--- config.mk ---
export PLATFORM = sky130hd
export DESIGN_NAME = ysyx_25060170_ifu
export DESIGN_NICKNAME = d
export VERILOG_FILES = /design/src/rtl/ysyx_25060170_ifu.sv
export SDC_FILE = /design/constraint.sdc
export NUM_CORES = 1
export LEC_CHECK = 0
export ABC_AREA = 1
export BUFFER_PORTS_ARGS = -buffer_cell sky130_fd_sc_hd__buf_2
export CORE_MARGIN = 2
export CORE_UTILIZATION = 30
export DETAILED_ROUTE_END_ITERATION = 8
export SETUP_SLACK_MARGIN = 0.02
export SYNTH_ARGS = -nofsm -noshare
export SYNTH_HDL_FRONTEND = slang
export SYNTH_SLANG_ARGS = --single-unit
--- constraint.sdc ---
create_clock -name clk -period 4.5 [get_ports clk]
set_clock_uncertainty 0.15 [all_clocks]
set_input_delay 0.225 -clock clk [delete_from_list [all_inputs] [get_ports clk]]
set_output_delay 0.225 -clock clk [all_outputs]
set_load 0.01 [all_outputs]
--- src/rtl/ysyx_25060170_ifu.sv ---
// Instruction fetch unit: owns the PC, fetches one instruction per round trip
// over a valid/ready memory interface, hands it to the IDU and waits for execute.
module ysyx_25060170_ifu #(
  parameter int                ADDR_W   = 32,
  parameter logic [ADDR_W-1:0] RESET_PC = 32'h8000_0000
) (
  input  logic              clk,
  input  logic              rst_n,
  output logic              imem_req_valid,
  input  logic              imem_req_ready,
  output logic [ADDR_W-1:0] imem_req_addr,
  input  logic              imem_rsp_valid,
  input  logic [31:0]       imem_rsp_data,
  output logic              imem_rsp_ready,
  output logic              inst_valid,
  input  logic              inst_ready,
  output logic [31:0]       inst,
  output logic [ADDR_W-1:0] pc,
  input  logic              exec_done,
  input  logic              jump_en,
  input  logic [ADDR_W-1:0] jump_addr,
  output logic              misalign_err
);

  typedef enum logic [1:0] {REQ, WAIT, HOLD, EXEC} state_e;

  state_e              state_q, state_d;
  logic [ADDR_W-1:0]   pc_q, pc_d;
  logic [31:0]         inst_q, inst_d;
  logic                req_valid_q, req_valid_d;
  logic                rsp_ready_q, rsp_ready_d;
  logic                inst_valid_q, inst_valid_d;
  logic                misalign_q, misalign_d;

  always_ff @(posedge clk or negedge rst_n) begin
    if (!rst_n) begin
      state_q      <= REQ;
      pc_q         <= RESET_PC;
      inst_q       <= '0;
      req_valid_q  <= 1'b0;
      rsp_ready_q  <= 1'b0;
      inst_valid_q <= 1'b0;
      misalign_q   <= 1'b0;
    end else begin
      state_q      <= state_d;
      pc_q         <= pc_d;
      inst_q       <= inst_d;
      req_valid_q  <= req_valid_d;
      rsp_ready_q  <= rsp_ready_d;
      inst_valid_q <= inst_valid_d;
      misalign_q   <= misalign_d;
    end
  end

  always_comb begin
    state_d    = state_q;
    pc_d       = pc_q;
    inst_d     = inst_q;
    misalign_d = 1'b0;
    unique case (state_q)
      // req_valid_q is low only in the first cycle out of reset, so no
      // request can be accepted while reset is still being released.
      REQ:  if (req_valid_q && imem_req_ready) state_d = WAIT;
      WAIT: if (imem_rsp_valid) begin
              inst_d  = imem_rsp_data;
              state_d = HOLD;
            end
      HOLD: if (inst_ready) state_d = EXEC;
      EXEC: if (exec_done) begin
              if (jump_en) begin
                pc_d       = {jump_addr[ADDR_W-1:2], 2'b00};
                misalign_d = |jump_addr[1:0];
              end else begin
                pc_d = pc_q + ADDR_W'(4);
              end
              state_d = REQ;
            end
      default: state_d = REQ;
    endcase
    // Handshake outputs are registered off the next state.
    req_valid_d  = (state_d == REQ);
    rsp_ready_d  = (state_d == WAIT);
    inst_valid_d = (state_d == HOLD);
  end

  assign imem_req_valid = req_valid_q;
  assign imem_req_addr  = pc_q;
  assign imem_rsp_ready = rsp_ready_q;
  assign inst_valid     = inst_valid_q;
  assign inst           = inst_q;
  assign pc             = pc_q;
  assign misalign_err   = misalign_q;

endmodule

Word level (Yosys, flattened, before mapping)
Index checks and enable logic that the tools add are counted.

Divide/modulo/power cells: 0. Multiply operators: 0. Shifts and indexed selects: 0. Order comparisons: 0. Add/subtract/negate cells: 1. Reductions and logical operators: 6. Mux-type cells: 9. Bitwise gates (word level): 0. Eq/ne operators: 5.

Operator list (count): $add 32x3->32 const B (1); $mux 32 (1); $mux 2 (4); $pmux 2 s4 (1); $eq 2x2->1 const B (3); $eq 2x1->1 const B (2); $logic_not 2->1 (2); $reduce_and 2->1 (2); $mux 1 (3); $reduce_or 2->1 (1); $logic_and 1x1->1 (1).

Word-level logic and storage cells: 28. Memory bits (read-only): 0. Bits in latches: 0. Output and inout port bits: 100. Bits in writable memories: 0. Register bits: 70. Input port bits: 71. Memories: 0.

Logic depth before layout (Yosys ltp)
Word-level depth: 4. Depth in mapped cells: 10. Gate-level depth less buffers: 10.

Least setup slack after synthesis
Ideal clock, no wire load.

Kind: register -> register. Start point: register pc_q[2] (netlist: imem_req_addr[2]). End point: register pc_q[26] (netlist: imem_req_addr[26]). Data arrival time: 1424 ps. Path slack: 2809 ps. Library setup time: 116 ps. Period minus slack after synthesis: 1691 ps. Data required time: 4234 ps. Buffers on the path: 0. Cell stages (with the launch flop): 11. Cell sequence: dfrtp_1 > ha_1 > nand2_1 > nor2_1 > nand2_1 > nor2_1 > nand2_1 > nand2_1 > nand3_1 > nand2_1 > nand2_1.

Word-level cells in the longest chain between the ends: 2.

RTL lines: from (decl) (RTL line 28) `logic [ADDR_W-1:0] pc_q, pc_d;`; from (signal assigned) (RTL line 46) `pc_q <= pc_d;`; $add 32x3->32 (RTL line 74) `pc_d = pc_q + ADDR_W'(4);`; $mux 32 (RTL line 70) `if (jump_en) begin`.

No other way between the ends. A chain may end at the register's enable or synchronous reset.

Worst setup path in the final report
Start point: register state_q[0]. End point: register pc_q[3] (netlist: imem_req_addr[3]).

Word-level cells in the longest chain between the ends: 2.

RTL lines: from (decl) (RTL line 27) `state_e state_q, state_d;`; from (signal assigned) (RTL line 45) `state_q <= state_d;`; $eq 2x2->1 (RTL line 60) `unique case (state_q)`; $reduce_and 2->1 (no line).

No other way between the ends.

==> qor.yml <==
layout_min_cycle_time_ns: 2.184
post-cts-setup-buffer-count: 0
cts_buffers: 9
wl_met1_um: 5284
grt_pass1_wl_um: 19230
ant_nets: 0
status: "finished clean"
cp.depth: 5
yosysSeqAreaShare: 0.4403
design_area_mm2: 0.005321
synth_area_per_cell_um2: 7.893
p_total_w: 0.003355
fmax_ghz: 0.4578
fin_crit_sh: 0.4854
synth_common_cells: "nand2_1 (158), nor2_1 (68), dfrtp_1 (67)"
finalSetupTns_ns: 0
rr_worst_depth: 5
grt_pass1_vias: 3779
overflow: 0
root_buffer: "clkbuf_16"
die_h_um: 117.5
path_cells: "nand3_4 > nor2_4 > inv_2 > or2_0 > o221a_2"
insertion_delay_ns: 0.33
whs_path_depth: 2
die_w_um: 117.5
setup_ws_ns: 2.316
required_ns: 4.57
crit_arrival_ns: 2.25
syn_to_final_growth_pct: 37.59
htree_levels: 3
slowest_stage: "dfrtp_1"
crit_path_max_fanout: 31
cts_tree: "built"
synth_cell_types: 33
rsz0062_at_grt: "no"
slew_headroom: 0.4688
synth_top_area_frac: 0.4335
setup_viol: 0
port_buffers: 166
grtUsageTotal: 0.1739
clock_sinks: 68
max_cap_viol_count: 0
final-max-slew-violation-count: 0
start_util: 0.3065
rows: 41
async_flop_share: 1.000
yosysMostFrequentCell: "nand2_1"
io_pins: 171
path_buf_inv: 1
synth_seq_cells: 68
ir_worst_vdd_uv: 228.3
cp_slowest_stage_delay_ns: 0.48
crit_path_start_kind: "flip-flop"
post-synth-top-area-cell: "dfrtp_1"
final_nets: 736
tightest_slew_ns: 0.7959
post-route-drc-count: 0
fin_util: 0.4217
hold_class: "in2reg"
dr_wl_met2_um: 5413
antenna_found_initial: 0
synth_area_mm2: 0.003867
grt_max_degree: 38
synth_cells: 490
met3_length_um: 932
place_ws_ns: 2.307
drt-initial-drc-count: 209
hold_viol_final: 0
first_pass_iters: 4
cts.clk_slew.worst_paths_ns: 0.06
synth_flop_cell: "dfrtp_1"
top_layer_used: "met4"
wl_per_cell_um: 14.05
end_kind: "flip-flop"
die_area_mm2: 0.01382
ys_warn_count: 0
critPathTopFamily: "simple AND/OR/NAND/NOR gates"
cts-resized-gates: 0
synth-edff-count: 0
hold_buffers: 39
antenna_cells: 0
dpl-instance-area_mm2: 0.004618
core_area_mm2: 0.01262
p_leak_nw: 2.649
dp_hpwl_um: 8582
p_per_area_mw_per_mm2: 630.5
via_per_inst: 4.536
yosys-top-cells-area: "dfrtp_1 (43%), nand2_1 (15%), mux2_2 (9.0%), buf_4 (6.6%), nor2_1 (6.6%)"
gp_congestion: 0.8708
layout-drive-gt1-share: 0.3393
clockBufferDepth: 2
wl_um: 11820
path_class: "reg2reg"
via_count: 3815
through the flow:
stage	hold slack, ns	cells
CTS	0.0009111	841
floorplan	-0.2206	493
global route	0.005740	841
detailed placement	0.1942	786
global placement	0.1866	786
finish	0.008596	841
state kept, by name, indices dropped and copies added (netlist names):
signal          cells
state_q             2
inst_valid          1
imem_req_valid      1
misalign_err        1
imem_rsp_ready      1
imem_req_addr      30
inst               32
worst reg2reg max path, delay by kind of cell, from the launching register on:
kind	cells	cell delay [ns]
compound gates	1	0.12
simple gates	3	1.10
flops	1	0.48
buf+inv	1	0.22
routing by layer:
| layer | global-route usage | vias up |
|---|---|---|
| li1 | - | 1888 |
| met1 | 0.2145 | 1746 |
| met2 | 0.2851 | 167 |
| met3 | 0.05426 | 14 |
| met4 | 0.06627 | 0 |
| met5 | 0 | - |
where the power goes:
| part | switching (W) | internal [W] |
|---|---|---|
| Clock | 0.000265 | 0.000459 |
| Combinational | 0.000779 | 0.000624 |
| Sequential | 0.000320 | 0.000908 |
cell usage in the layout (no fill, tap or decap):
cell type	n
buf_2	166
nand2_1	158
nor2_1	68
dfrtp_1	67
dlygate4sd3_1	39
nand3_1	34
inv_1	32
mux2_2	31
clkbuf_16	9
nor3_1	6
a21oi_1	6
nor2_4	5
o21ai_0	5
o22ai_1	4
o21ai_1	4
conb_1	4
clkinvlp_4	4
inv_2	3
a211oi_1	3
and2_1	2
nand4_1	2
clkbuf_8	2
o221ai_1	1
nand3_4	1
nand3_2	1
nor2_2	1
a22oi_1	1
o21bai_1	1
a31oi_1	1
o311ai_1	1
or2_0	1
o221a_2	1
mux2_1	1
ha_1	1
bufinv_16	1
dfstp_2	1
buf_4	1
logic make-up (layout without fill, tap and decap cells):
group	count (synthesis)	in the layout	share of synthesized area
compound gates	28	28	0.04465
fa+ha+maj	1	1	0.003235
buf+inv	81	257	0.1152
flops	68	68	0.4403
mux	32	32	0.09317
other cells	1	4	0.0009696
simple gates	279	279	0.3025
worst paths after layout:
check                                  startpoint                end  slack, ns
worst max-delay path                   state_q[0]   imem_req_addr[3]       2.32
worst min-delay path             imem_rsp_data[2]            inst[2]      0.009
worst min register to register  imem_req_addr[31]  imem_req_addr[31]       0.35
max in group asynchronous                   rst_n  imem_req_addr[31]       2.89
min in group asynchronous                   rst_n           inst[10]       0.36
worst max register to register         state_q[0]   imem_req_addr[3]       2.32
area by class of cell:
type                    count  area, µm²
clock buffers              11      252.7
clock inverters             5      60.06
fillers                  1282       7298
inverters                  35      131.4
multi-input cells         344       1730
flip-flops and latches     68       1703
well taps                 172      215.2
repair buffers            206       1229
No activity file was read; power rests on OpenSTA's default activity.
